==> config.mk <==
export PLATFORM = sky130hd
export DESIGN_NAME = sha3_block_padder_flat
export DESIGN_NICKNAME = d
export VERILOG_FILES = /design/src/rtl/sha3_block_padder_if.sv /design/src/rtl/sha3_block_padder.sv /design/src/flat_wrapper.sv
export SDC_FILE = /design/constraint.sdc
export NUM_CORES = 1
export LEC_CHECK = 0
export ABC_AREA = 1
export CORE_AREA = 2 2 239 241
export DETAILED_ROUTE_END_ITERATION = 6
export DIE_AREA = 0 0 241 243
export GPL_TIMING_DRIVEN = 0
export PLACE_DENSITY = 0.66
export SLEW_MARGIN = 5
export SYNTH_ARGS = -nofsm -noshare
export SYNTH_HDL_FRONTEND = slang
export SYNTH_SLANG_ARGS = --single-unit
==> constraint.sdc <==
create_clock -name clk -period 1.3 [get_ports clk]
set_clock_uncertainty 0.05 [all_clocks]
set_input_delay 0.13 -clock clk [delete_from_list [all_inputs] [get_ports clk]]
set_output_delay 0.13 -clock clk [all_outputs]
set_load 0.01 [all_outputs]
==> src/rtl/sha3_block_padder_if.sv <==
// Padder message port plus block handoff to the Keccak core.
// The master drives message words and block acks; the slave is the padder itself.
interface sha3_block_padder_if #(
    parameter int RATE_WORDS = 18
);
    logic [31:0]              in;
    logic                     in_ready;
    logic                     is_last;
    logic [1:0]               byte_num;
    logic                     buffer_full;
    logic [32*RATE_WORDS-1:0] out;
    logic                     out_ready;
    logic                     last_block;
    logic                     f_ack;

    modport master (
        output in, in_ready, is_last, byte_num, f_ack,
        input  buffer_full, out, out_ready, last_block
    );

    modport slave (
        input  in, in_ready, is_last, byte_num, f_ack,
        output buffer_full, out, out_ready, last_block
    );
endinterface

==> src/rtl/sha3_block_padder.sv <==
// SHA-3 pad10*1 padder: packs 32-bit words into rate blocks; a block is ready the edge its last word lands.
// Backpressure: buffer_full holds off input during padding and until the core acks the full block.
module sha3_block_padder #(
    parameter logic [7:0] PAD_BYTE   = 8'h06,
    parameter int         RATE_WORDS = 18
) (
    input  logic                 clk,
    input  logic                 reset,
    sha3_block_padder_if.slave   bus
);
    localparam int         BW       = 32 * RATE_WORDS;
    localparam logic [4:0] LAST_IDX = 5'(RATE_WORDS - 1);

    localparam logic [1:0] ST_ACCEPT = 2'd0;
    localparam logic [1:0] ST_PAD    = 2'd1;
    localparam logic [1:0] ST_FULL   = 2'd2;

    logic [1:0]    state_q, state_d;
    logic [4:0]    word_cnt_q, word_cnt_d;
    logic [BW-1:0] buffer_q, buffer_d;
    logic          last_block_q, last_block_d;
    logic [31:0]   last_w;
    logic [31:0]   pad_w;
    logic          at_last_idx;

    assign at_last_idx = (word_cnt_q == LAST_IDX);

    // Final message word: keep byte_num leading bytes, append the domain byte, zero the rest.
    always_comb begin
        last_w = '0;
        case (bus.byte_num)
            2'd0:    last_w = {PAD_BYTE, 24'h0};
            2'd1:    last_w = {bus.in[31:24], PAD_BYTE, 16'h0};
            2'd2:    last_w = {bus.in[31:16], PAD_BYTE, 8'h0};
            default: last_w = {bus.in[31:8], PAD_BYTE};
        endcase
        if (at_last_idx) begin
            last_w[7:0] = last_w[7:0] | 8'h80;
        end
    end

    assign pad_w = at_last_idx ? 32'h0000_0080 : 32'h0;

    always_comb begin
        state_d      = state_q;
        word_cnt_d   = word_cnt_q;
        buffer_d     = buffer_q;
        last_block_d = last_block_q;
        case (state_q)
            ST_ACCEPT: begin
                if (bus.in_ready) begin
                    buffer_d = {buffer_q[BW-33:0], bus.is_last ? last_w : bus.in};
                    if (at_last_idx) begin
                        word_cnt_d   = '0;
                        state_d      = ST_FULL;
                        last_block_d = bus.is_last;
                    end else begin
                        word_cnt_d = word_cnt_q + 5'd1;
                        if (bus.is_last) begin
                            state_d = ST_PAD;
                        end
                    end
                end
            end
            ST_PAD: begin
                buffer_d = {buffer_q[BW-33:0], pad_w};
                if (at_last_idx) begin
                    word_cnt_d   = '0;
                    state_d      = ST_FULL;
                    last_block_d = 1'b1;
                end else begin
                    word_cnt_d = word_cnt_q + 5'd1;
                end
            end
            ST_FULL: begin
                // Input arriving alongside the ack is dropped; the producer waits on buffer_full.
                if (bus.f_ack) begin
                    buffer_d     = '0;
                    word_cnt_d   = '0;
                    last_block_d = 1'b0;
                    state_d      = ST_ACCEPT;
                end
            end
            default: begin
                buffer_d     = '0;
                word_cnt_d   = '0;
                last_block_d = 1'b0;
                state_d      = ST_ACCEPT;
            end
        endcase
    end

    always_ff @(posedge clk) begin
        if (reset) begin
            state_q      <= ST_ACCEPT;
            word_cnt_q   <= '0;
            buffer_q     <= '0;
            last_block_q <= 1'b0;
        end else begin
            state_q      <= state_d;
            word_cnt_q   <= word_cnt_d;
            buffer_q     <= buffer_d;
            last_block_q <= last_block_d;
        end
    end

    assign bus.buffer_full = (state_q != ST_ACCEPT);
    assign bus.out_ready   = (state_q == ST_FULL);
    assign bus.out         = buffer_q;
    assign bus.last_block  = last_block_q;
endmodule

==> src/flat_wrapper.sv <==
// flat-port wrapper written by rule: the top's interface ports become plain ports
module sha3_block_padder_flat 
#(
    parameter logic [7:0] PAD_BYTE   = 8'h06,
    parameter int         RATE_WORDS = 18
)
  (clk, reset, bus_in, bus_in_ready, bus_is_last, bus_byte_num, bus_f_ack, bus_buffer_full, bus_out, bus_out_ready, bus_last_block);
  sha3_block_padder_if #(.RATE_WORDS(RATE_WORDS)) bus_i ();
  input  logic clk;
  input  logic reset;
  input wire logic [$bits(bus_i.in)-1:0] bus_in;
  input wire logic [$bits(bus_i.in_ready)-1:0] bus_in_ready;
  input wire logic [$bits(bus_i.is_last)-1:0] bus_is_last;
  input wire logic [$bits(bus_i.byte_num)-1:0] bus_byte_num;
  input wire logic [$bits(bus_i.f_ack)-1:0] bus_f_ack;
  output wire logic [$bits(bus_i.buffer_full)-1:0] bus_buffer_full;
  output wire logic [$bits(bus_i.out)-1:0] bus_out;
  output wire logic [$bits(bus_i.out_ready)-1:0] bus_out_ready;
  output wire logic [$bits(bus_i.last_block)-1:0] bus_last_block;
  assign bus_i.in = bus_in;
  assign bus_i.in_ready = bus_in_ready;
  assign bus_i.is_last = bus_is_last;
  assign bus_i.byte_num = bus_byte_num;
  assign bus_i.f_ack = bus_f_ack;
  assign bus_buffer_full = bus_i.buffer_full;
  assign bus_out = bus_i.out;
  assign bus_out_ready = bus_i.out_ready;
  assign bus_last_block = bus_i.last_block;
  sha3_block_padder #(.PAD_BYTE(PAD_BYTE), .RATE_WORDS(RATE_WORDS)) u_core (.clk(clk), .reset(reset), .bus(bus_i));
endmodule
==> results.sh <==
export IMPL_status="finished with violations"
export IMPL_violations="setup timing"
export IMPL_cp_max_fo=8
export IMPL_cts_path_max_buffers=3
export IMPL_r2r_cells=9
export IMPL_die_w_um=241
export IMPL_slew_limit_headroom_pct=54.6
export IMPL_firstDrtPassIters=5
export IMPL_diodes=0
export IMPL_grt_pass1_vias=19123
export IMPL_maxCapViolCount=0
export IMPL_antenna_found_initial=0
export IMPL_yosys_top_cells_count="nand2_1, dfxtp_1, a21oi_1"
export IMPL_route_met3_wl_um=8000
export IMPL_drtIter0Drc=1416
export IMPL_finalSetupViolations=1116
export IMPL_endpoint="u_core.bus.out[457]"
export IMPL_ys_seq_area_share_pct=57.4
export IMPL_cp_required_ns=1.78
export IMPL_cts_root_buf="clkbuf_16"
export IMPL_initial_core_util_pct=36.4
export IMPL_grt_overflow_total=0
export IMPL_hold_violations=0
export IMPL_htree_levels=2
export IMPL_top_layer="met4"
export IMPL_r2r_end="u_core.bus.out[457]"
export IMPL_synth_nets=2645
export IMPL_ys_async_sr_fraction_pct=0
export IMPL_tightest_slew_ns=0.681
export IMPL_layout_nets=3411
export IMPL_fin_total_pwr_mw=40.9
export IMPL_powerDensity_nw_per_um2=1240
export IMPL_leakage_nw=14.5
export IMPL_synth_top_cell_by_area="dfxtp_1"
export IMPL_cts_buffers_inserted=59
export IMPL_rsz0062_at_grt="yes"
export IMPL_wl_per_cell_um=20.7
export IMPL_fin_crit_ns=1.62
export IMPL_vdd_ir_drop_max_mv=1.07
export IMPL_met2WireLength_um=41100
export IMPL_area_delta_synth_final_pct=61.9
export IMPL_finalSetupTns_ns=-190.36
export IMPL_syn_cell_area_sq_um=20400
export IMPL_clkLatencyLatePin_ns=0.61
export IMPL_yosys_area_top_type_share_pct=57.4
export IMPL_route_detailed_drc=0
export IMPL_synth_seq_cells=584
export IMPL_tritoncts="yes"
export IMPL_grt_pass1_wl_um=119000
export IMPL_port_buffers=616
export IMPL_drt_total_wl_um=86500
export IMPL_crit_type="flip-flop to flip-flop"
export IMPL_rrSetupSlack_ns=-0.32
export IMPL_core_area_sq_um=56000
export IMPL_end_kind="flip-flop"
export IMPL_syn_area_per_cell_sq_um=7.83
export IMPL_clk_pin_slew_ns=0.06
export IMPL_die_y_um=243
export IMPL_dp_slack_ns=-1.09
export IMPL_die_area_sq_um=58600
export IMPL_utilization_pct=59.0
export IMPL_place_hpwl_um=60900
export IMPL_fmax_mhz=619
export IMPL_gp_congestion=0.928
export IMPL_synthMostInstantiatedCell="nand2_1"
export IMPL_viasPerCell=5.03
export IMPL_synth_area_leaders="dfxtp_1, nand2_1, a21oi_1"
export IMPL_met1_length_um=34600
export IMPL_num_vias=21020
export IMPL_cts_sinks=584
export IMPL_min_path_type="input pin to flip-flop"
export IMPL_antenna_left=0
export IMPL_track_usage_pct=26.4
export IMPL_yosysWarnings=0
export IMPL_drv_slew=0
export IMPL_ios=618
export IMPL_synth_cell_type_count=18
export IMPL_synth_cells=2604
export IMPL_worst_slack_ns=-0.316
export IMPL_cp_start_kind="flip-flop"
export IMPL_critical_path_startpoint="u_core.state_q[1]"
export IMPL_fp_row_count=87
export IMPL_grt_max_degree=15
export IMPL_drive_gt1_share_pct=20.9
export IMPL_fin_crit_sh_pct=124
export IMPL_synthFlopType="dfxtp_1"
export IMPL_worst_ep_arrival_time_ns=2.09
export IMPL_synth_edf_count=0
export IMPL_rr_startpoint="u_core.state_q[1]"
[per-stage QoR]
stage | std cells | cell area [sq um] | hold WS [ns]
6_report | 4175 | 33000 | 0.0321
5_1_grt | 4175 | 33000 | 0.0281
4_1_cts | 4102 | 29700 | 0.00247
3_5_place_dp | 3976 | 27500 | 0.403
3_3_place_gp | 3976 | 27500 | 0.397
2_1_floorplan | 2604 | 20400 | 0.223
[registers in the layout (all words and copies together), names as in the netlist]
signal and flops:
u_core.bus.last_block 1, u_core.bus.out 576, u_core.state_q 2, u_core.word_cnt_q 5
[report_power, final]
group | switching, mW | leakage (nW) | internal (mW) | total [mW]
sequential | 0.171 | 4.78 | 18.0 | 18.1
clock | 7.24 | 0.996 | 10.3 | 17.5
combinational | 2.69 | 8.70 | 2.51 | 5.20
[cell families after synthesis]
family	count (synthesis)	share of synthesized area, %
compound gates	587	14.5
fa+ha+maj	2	0.123
buf+inv	215	5.43
flops	584	57.4
simple gates	1216	22.6
[worst min path at each step]
stage                              from                  end  slack [ns]  cells after the start
floorplan                    bus_in[24]   u_core.bus.out[24]        0.22                      2
global placement    u_core.bus.out[561]  u_core.bus.out[561]        0.40                      2
detailed placement  u_core.bus.out[549]  u_core.bus.out[549]        0.40                      2
CTS                          bus_in[19]   u_core.bus.out[19]       0.002                      3
global route                 bus_in[16]   u_core.bus.out[16]        0.03                      3
finish                       bus_in[19]   u_core.bus.out[19]        0.03                      3
[layer usage]
layer / up-vias / GRT usage (%)
met5: - / 0
met4: 0 / 8.08
met3: 151 / 7.93
met2: 837 / 44.0
met1: 10103 / 32.7
li1: 9929 / -
[cells in the final DEF (no fill, tap or decap), types with 2 or more instances in the layout]
master / synthesis / final
clkinv_2: 0 / 14
buf_12: 0 / 23
nand3_1: 23 / 23
nand2_1: 1162 / 1066
buf_8: 0 / 59
o21ai_0: 13 / 12
dlygate4sd2_1: 0 / 518
buf_6: 0 / 68
buf_2: 66 / 3
inv_1: 24 / 20
dfxtp_2: 0 / 71
dfxtp_4: 0 / 43
nor2_1: 27 / 24
dlygate4sd3_1: 0 / 5
a21oi_1: 572 / 439
clkdlybuf4s50_1: 0 / 37
ha_1: 2 / 2
clkbuf_16: 0 / 120
nand2_2: 1 / 29
a21oi_2: 0 / 133
dfxtp_1: 584 / 470
clkbuf_8: 0 / 16
clkdlybuf4s15_1: 0 / 4
clkbuf_1: 66 / 78
bufinv_16: 0 / 4
nand2_4: 0 / 67
clkdlybuf4s15_2: 0 / 8
inv_2: 0 / 4
buf_4: 58 / 45
nor2_4: 0 / 3
buf_16: 0 / 2
[worst max-delay path: stages (launching register included)]
cell	delay [ns]
dfxtp_4	0.38
nor2_4	0.13
nand2_4	0.09
nand2_8	0.12
buf_12	0.15
buf_12	0.16
buf_12	0.11
clkbuf_16	0.12
nand2_1	0.07
a21oi_1	0.13
[layout make-up]
| type | count | area (sq um) |
|---|---|---|
| tap | 756 | 946 |
| sequential | 584 | 11900 |
| timing repair buffer | 705 | 7400 |
| multi-input combinational | 1805 | 8700 |
| clock inverter | 18 | 190 |
| clock buffer | 92 | 1800 |
| fill | 5007 | 22900 |
| buffer | 190 | 1930 |
| inverter | 25 | 93.8 |
[what timing repair did]
action	in CTS	in global routing
hold buffers	5	0
setup buffers	9	13
endpoints found under the hold margin	5	0
cloned	2	60
pin swaps	4	84
resized for setup	984	585
setup endpoints to repair	1163	1161
No activity file was read; power rests on OpenSTA's default activity.
